File: src/rtl/fetch_controller_if.sv
// Fetch-side bus bundle: instruction-memory request/response, instruction-queue
// push/flush, decode dequeue and branch redirect.
interface fetch_controller_if;
    logic        mem_req;
    logic [31:0] mem_addr;
    logic        mem_gnt;
    logic        mem_rvalid;
    logic [31:0] mem_rdata;
    logic        q_enqueue;
    logic [31:0] q_instr;
    logic [31:0] q_pc;
    logic        q_flush;
    logic        deq;
    logic        branch_valid;
    logic [31:0] branch_target;
    logic        busy;

    modport master (
        output mem_req, mem_addr, q_enqueue, q_instr, q_pc, q_flush, busy,
        input  mem_gnt, mem_rvalid, mem_rdata, deq, branch_valid, branch_target
    );

    modport slave (
        input  mem_req, mem_addr, q_enqueue, q_instr, q_pc, q_flush, busy,
        output mem_gnt, mem_rvalid, mem_rdata, deq, branch_valid, branch_target
    );
endinterface

File: src/rtl/fetch_controller.sv
// In-order instruction fetch sequencer: keeps queued plus in-flight fetches
// within queue capacity and discards stale responses after a redirect.
module fetch_controller #(
    parameter int unsigned DEPTH    = 2,
    parameter logic [31:0] RESET_PC = 32'h0000_0000
) (
    input  logic               clk,
    input  logic               rst,
    fetch_controller_if.master bus
);
    localparam int unsigned     CW        = $clog2(DEPTH + 1);
    localparam int unsigned     PW        = (DEPTH > 1) ? $clog2(DEPTH) : 1;
    localparam logic [CW:0]     DEPTH_SUM = (CW + 1)'(DEPTH);
    localparam logic [PW-1:0]   LAST_SLOT = PW'(DEPTH - 1);

    typedef enum logic [1:0] {BOOT, RUN, DRAIN} state_t;

    state_t        state_reg, state_next;
    logic [31:0]   pc_reg, pc_next;
    logic [CW-1:0] occ_reg, occ_next;
    logic [CW-1:0] outstanding_reg, outstanding_next;
    logic [CW-1:0] drop_cnt_reg, drop_cnt_next;
    logic [PW-1:0] wr_ptr_reg, wr_ptr_next;
    logic [PW-1:0] rd_ptr_reg, rd_ptr_next;
    logic [31:0]   pc_fifo_reg [DEPTH];
    logic [DEPTH-1:0] slot_we;

    logic grant;
    logic enqueue;
    logic deq_ok;
    logic dropping;

    function automatic logic [PW-1:0] ptr_inc(input logic [PW-1:0] p);
        return (p == LAST_SLOT) ? '0 : p + PW'(1);
    endfunction

    // Request window depends only on registers, so mem_req has no input path.
    assign bus.mem_req  = (state_reg == RUN) &&
                          (({1'b0, occ_reg} + {1'b0, outstanding_reg}) < DEPTH_SUM);
    assign bus.mem_addr = pc_reg;
    assign bus.busy     = (outstanding_reg != '0) || (state_reg != RUN);
    assign bus.q_flush  = bus.branch_valid;

    assign grant    = bus.mem_req && bus.mem_gnt;
    assign dropping = (drop_cnt_reg != '0);
    assign enqueue  = bus.mem_rvalid && !dropping && !bus.branch_valid;
    assign deq_ok   = bus.deq && (occ_reg != '0);

    assign bus.q_enqueue = enqueue;
    assign bus.q_instr   = enqueue ? bus.mem_rdata : '0;
    assign bus.q_pc      = enqueue ? pc_fifo_reg[rd_ptr_reg] : '0;

    generate
        for (genvar gi = 0; gi < DEPTH; gi++) begin : g_slot_we
            assign slot_we[gi] = grant && (wr_ptr_reg == PW'(gi));
        end
    endgenerate

    always_ff @(posedge clk) begin
        for (int i = 0; i < DEPTH; i++) begin
            if (slot_we[i]) pc_fifo_reg[i] <= pc_reg;
        end
    end

    always_comb begin
        outstanding_next = outstanding_reg + CW'(grant) - CW'(bus.mem_rvalid);
        wr_ptr_next      = grant ? ptr_inc(wr_ptr_reg) : wr_ptr_reg;
        rd_ptr_next      = bus.mem_rvalid ? ptr_inc(rd_ptr_reg) : rd_ptr_reg;
        pc_next          = grant ? pc_reg + 32'd4 : pc_reg;
        occ_next         = occ_reg + CW'(enqueue) - CW'(deq_ok);
        drop_cnt_next    = drop_cnt_reg;
        state_next       = state_reg;

        if (bus.mem_rvalid && dropping) drop_cnt_next = drop_cnt_reg - CW'(1);

        // A redirect wins: everything still in flight, including a grant
        // taken this very cycle, becomes stale.
        if (bus.branch_valid) begin
            pc_next       = bus.branch_target & 32'hFFFF_FFFC;
            occ_next      = '0;
            drop_cnt_next = outstanding_next;
        end

        case (state_reg)
            BOOT:  state_next = RUN;
            RUN:   if (bus.branch_valid && (outstanding_next != '0)) state_next = DRAIN;
            DRAIN: if (!bus.branch_valid && (drop_cnt_next == '0)) state_next = RUN;
            default: state_next = BOOT;
        endcase
    end

    always_ff @(posedge clk) begin
        if (rst) begin
            state_reg       <= BOOT;
            pc_reg          <= RESET_PC;
            occ_reg         <= '0;
            outstanding_reg <= '0;
            drop_cnt_reg    <= '0;
            wr_ptr_reg      <= '0;
            rd_ptr_reg      <= '0;
        end else begin
            state_reg       <= state_next;
            pc_reg          <= pc_next;
            occ_reg         <= occ_next;
            outstanding_reg <= outstanding_next;
            drop_cnt_reg    <= drop_cnt_next;
            wr_ptr_reg      <= wr_ptr_next;
            rd_ptr_reg      <= rd_ptr_next;
        end
    end
endmodule

File: src/flat_wrapper.sv
// flat-port wrapper written by rule: the top's interface ports become plain ports
module fetch_controller_flat 
#(
    parameter int unsigned DEPTH    = 2,
    parameter logic [31:0] RESET_PC = 32'h0000_0000
)
  (clk, rst, bus_mem_req, bus_mem_addr, bus_q_enqueue, bus_q_instr, bus_q_pc, bus_q_flush, bus_busy, bus_mem_gnt, bus_mem_rvalid, bus_mem_rdata, bus_deq, bus_branch_valid, bus_branch_target);
  fetch_controller_if bus_i ();
  input  logic clk;
  input  logic rst;
  output wire logic [$bits(bus_i.mem_req)-1:0] bus_mem_req;
  output wire logic [$bits(bus_i.mem_addr)-1:0] bus_mem_addr;
  output wire logic [$bits(bus_i.q_enqueue)-1:0] bus_q_enqueue;
  output wire logic [$bits(bus_i.q_instr)-1:0] bus_q_instr;
  output wire logic [$bits(bus_i.q_pc)-1:0] bus_q_pc;
  output wire logic [$bits(bus_i.q_flush)-1:0] bus_q_flush;
  output wire logic [$bits(bus_i.busy)-1:0] bus_busy;
  input wire logic [$bits(bus_i.mem_gnt)-1:0] bus_mem_gnt;
  input wire logic [$bits(bus_i.mem_rvalid)-1:0] bus_mem_rvalid;
  input wire logic [$bits(bus_i.mem_rdata)-1:0] bus_mem_rdata;
  input wire logic [$bits(bus_i.deq)-1:0] bus_deq;
  input wire logic [$bits(bus_i.branch_valid)-1:0] bus_branch_valid;
  input wire logic [$bits(bus_i.branch_target)-1:0] bus_branch_target;
  assign bus_mem_req = bus_i.mem_req;
  assign bus_mem_addr = bus_i.mem_addr;
  assign bus_q_enqueue = bus_i.q_enqueue;
  assign bus_q_instr = bus_i.q_instr;
  assign bus_q_pc = bus_i.q_pc;
  assign bus_q_flush = bus_i.q_flush;
  assign bus_busy = bus_i.busy;
  assign bus_i.mem_gnt = bus_mem_gnt;
  assign bus_i.mem_rvalid = bus_mem_rvalid;
  assign bus_i.mem_rdata = bus_mem_rdata;
  assign bus_i.deq = bus_deq;
  assign bus_i.branch_valid = bus_branch_valid;
  assign bus_i.branch_target = bus_branch_target;
  fetch_controller #(.DEPTH(DEPTH), .RESET_PC(RESET_PC)) u_core (.clk(clk), .rst(rst), .bus(bus_i));
endmodule
File: config.mk
export PLATFORM = sky130hd
export DESIGN_NAME = fetch_controller_flat
export DESIGN_NICKNAME = d
export VERILOG_FILES = /design/src/rtl/fetch_controller_if.sv /design/src/rtl/fetch_controller.sv /design/src/flat_wrapper.sv
export SDC_FILE = /design/constraint.sdc
export NUM_CORES = 1
export LEC_CHECK = 0
export CAP_MARGIN = 40
export CORE_MARGIN = 3
export CORE_UTILIZATION = 49
export CTS_CLUSTER_DIAMETER = 120
export DETAILED_ROUTE_END_ITERATION = 8
export GPL_TIMING_DRIVEN = 0
export PLACE_DENSITY_LB_ADDON = 0.15
export SYNTH_ARGS = -nofsm -noshare
export SYNTH_HDL_FRONTEND = slang
export SYNTH_SLANG_ARGS = --single-unit
File: constraint.sdc
create_clock -name clk -period 7.6 [get_ports clk]
set_clock_uncertainty 0.05 [all_clocks]
set_input_delay 1.52 -clock clk [delete_from_list [all_inputs] [get_ports clk]]
set_output_delay 1.52 -clock clk [all_outputs]
set_load 0.05 [all_outputs]
==> results.json <==
{
  "yosysWarnings": 0,
  "synth_top_area_share_pct": 37.0,
  "grt_pass1_wl_mm": 23.2,
  "synth_cell_types": 51,
  "drive_gt1_share_pct": 4.21,
  "clock_latency_ns": 0.37,
  "grt.total_usage_pct": 26.5,
  "numPortBuffers": 161,
  "wl_per_cell_um": 19.2,
  "h-tree-depth": 3,
  "final_max_slew_viol_count": 0,
  "cp_max_fo": 10,
  "rows": 35,
  "fillerInstances": 688,
  "dr.pass1.iters": 5,
  "rsz0062_at_grt": "no",
  "yosysTopAreaCell": "edfxtp_1",
  "place_inst": 754,
  "grt.overflow.total": 0,
  "post-cts-setup-buffer-count": 0,
  "die_h_um": 106,
  "die_w_um": 106,
  "grt_max_degree": 20,
  "busiest_layer": "met2",
  "start_kind": "primary input",
  "place.gp.congestion": 0.919,
  "path_class": "primary input to output pin",
  "period_needed_ns": 5.65,
  "ys_seq_area_share_pct": 53.8,
  "peakVddDrop_mv": 0.139,
  "slew_headroom_pct": 47.3,
  "p_per_area_nw_per_um2": 215,
  "n_antenna_cell": 0,
  "fmax_mhz": 177,
  "layout_common_cells": "161 x clkdlybuf4s50_1, 60 x edfxtp_1, 59 x nor2_1, 41 x dfxtp_1, 38 x and2_1",
  "dpl.hpwl_mm": 11.0,
  "ant_nets": 0,
  "synth_area_leaders": "edfxtp_1 37%, dfxtp_1 17%, mux2i_1 6.2%, and2_1 4.9%, nor2_1 4.6%",
  "ctsHoldBuffers": 0,
  "worstSetupEndpointType": "output pin",
  "ys.flop_type": "edfxtp_1",
  "area_growth_pct": 41.2,
  "largest_register_ff_count": 60,
  "antenna_found_initial": 0,
  "cts_tree": "done",
  "hp-class": "flip-flop to flip-flop",
  "drv_cap": 0,
  "final_common_cell": "clkdlybuf4s50_1",
  "reg2reg_slack_ns": 4.06,
  "clk_pin_slew_ns": 0.09,
  "clk_path_buf_depth": 2,
  "synth_seq_cells": 101,
  "netlist_instances": 459,
  "async_flop_share_pct": 0,
  "vias": 4494,
  "die_area_sq_um": 11200,
  "worstMarginPinSlew_ns": 0.790,
  "met2_usage_pct": 45.4,
  "setup_viol": 0,
  "cts_resized": 0,
  "leakage_nw": 2.40,
  "worst_ep_required_time_ns": 6.03,
  "drt-vias-per-instance": 5.84,
  "grt_util_met1_pct": 32.4,
  "arrival_ns": 4.08,
  "min_period_over_period_pct": 74.3,
  "start_util_pct": 51.5,
  "synth_edf_count": 60,
  "grtUsageMet3_pct": 6.92,
  "io_pins": 170,
  "fp.coreArea_sq_um": 9460,
  "cts_buffers": 9,
  "nNetsFinal": 713,
  "cts_root_buf": "clkbuf_8",
  "setup-tns-final_ns": 0,
  "drc": 0,
  "syn_area_sq_um": 4880,
  "grt_pass1_vias": 4318,
  "final_cells": 770,
  "drt_iter0_drc": 413,
  "cts.sinks": 101,
  "synth.avg_cell_area_sq_um": 10.6,
  "wirelength_mm": 14.8,
  "hold_violations": 0,
  "outcome": "completed"
}
==> power by group <==
part | total (mW) | internal (mW) | switching [mW]
clock | 0.317 | 0.130 | 0.187
combinational | 0.486 | 0.183 | 0.303
sequential | 0.677 | 0.635 | 0.0419
total | 1.48 | 0.947 | 0.532
==> stage by stage <==
| stage | area [sq um] | utilization (%) | hold slack [ns] | power (mW) | worst slack, ns |
|---|---|---|---|---|---|
| CTS | 6890 | 72.8 | 0.473 | 1.48 | 1.96 |
| floorplan | 4890 | - | 0.430 | 0.987 | 2.89 |
| global placement | 6660 | 70.4 | 0.449 | 1.15 | 2.03 |
| global route | 6890 | 72.8 | 0.511 | 1.54 | 1.82 |
| detailed placement | 6710 | 70.9 | 0.450 | 1.17 | 1.96 |
| finish | 6890 | 72.8 | 0.472 | 1.48 | 1.95 |
==> path summary, 6_finish.rpt <==
kind | startpoint | to | cells after the start
max | bus_mem_rvalid | bus_q_instr[3] | 6
min | u_core.rd_ptr_reg | u_core.rd_ptr_reg | 2
max reg2reg | u_core.occ_reg[0] | u_core.state_reg[1] | 12
min reg2reg | u_core.rd_ptr_reg | u_core.rd_ptr_reg | 2
==> synthesized netlist by cell type (2+ instances only) <==
cell / count
a211oi_1: 9
a21oi_1: 4
a311oi_1: 12
a31oi_1: 4
and2_1: 38
and3_1: 8
and4_1: 6
buf_1: 3
buf_4: 5
clkbuf_1: 24
dfxtp_1: 41
edfxtp_1: 60
ha_1: 6
inv_1: 14
mux2i_1: 30
nand2_1: 16
nand2b_1: 2
nand3_1: 10
nand4_1: 17
nand4b_1: 3
nor2_1: 60
nor2b_1: 3
nor3_1: 4
nor4_1: 3
nor4b_1: 2
o211ai_1: 4
o21ai_0: 14
o31a_1: 2
o31ai_1: 6
or3_1: 10
or4_1: 10
xnor2_1: 4
xor2_1: 7
==> kinds of logic after synthesis <==
kind of cell	share of synthesized area [%]
AND/OR/NAND/NOR	22.1
flip-flops	53.8
AO/OA/AOI/OAI	9.31
buffers and inverters	4.11
multiplexers	6.16
XOR/XNOR	2.46
adder cells (fa/ha/maj)	1.95
other	0.0769
==> worst max-delay path, cell delays in order <==
cell and delay (ns):
clkdlybuf4s50_1 0.59, nand3_1 0.36, inv_1 0.26, clkbuf_1 0.27, and2_1 0.24, clkdlybuf4s50_1 0.82
==> per-layer routing <==
layer	up-vias	part of all wire, %
met5	-	0
met4	0	2.3
met3	40	11
met2	317	50
met1	2100	37
li1	2037	-
==> final cells by class <==
| cell class | count | area [sq um] | area share [%] |
|---|---|---|---|
| buffer | 33 | 144 | 2.09 |
| clock inverter | 5 | 33.8 | 0.491 |
| tap | 129 | 161 | 2.34 |
| timing repair buffer | 163 | 1650 | 24.0 |
| sequential | 101 | 2620 | 38.1 |
| multi-input combinational | 313 | 2070 | 30.1 |
| clock buffer | 11 | 141 | 2.05 |
| inverter | 15 | 56.3 | 0.818 |
Power figures use the tool's default switching activity.
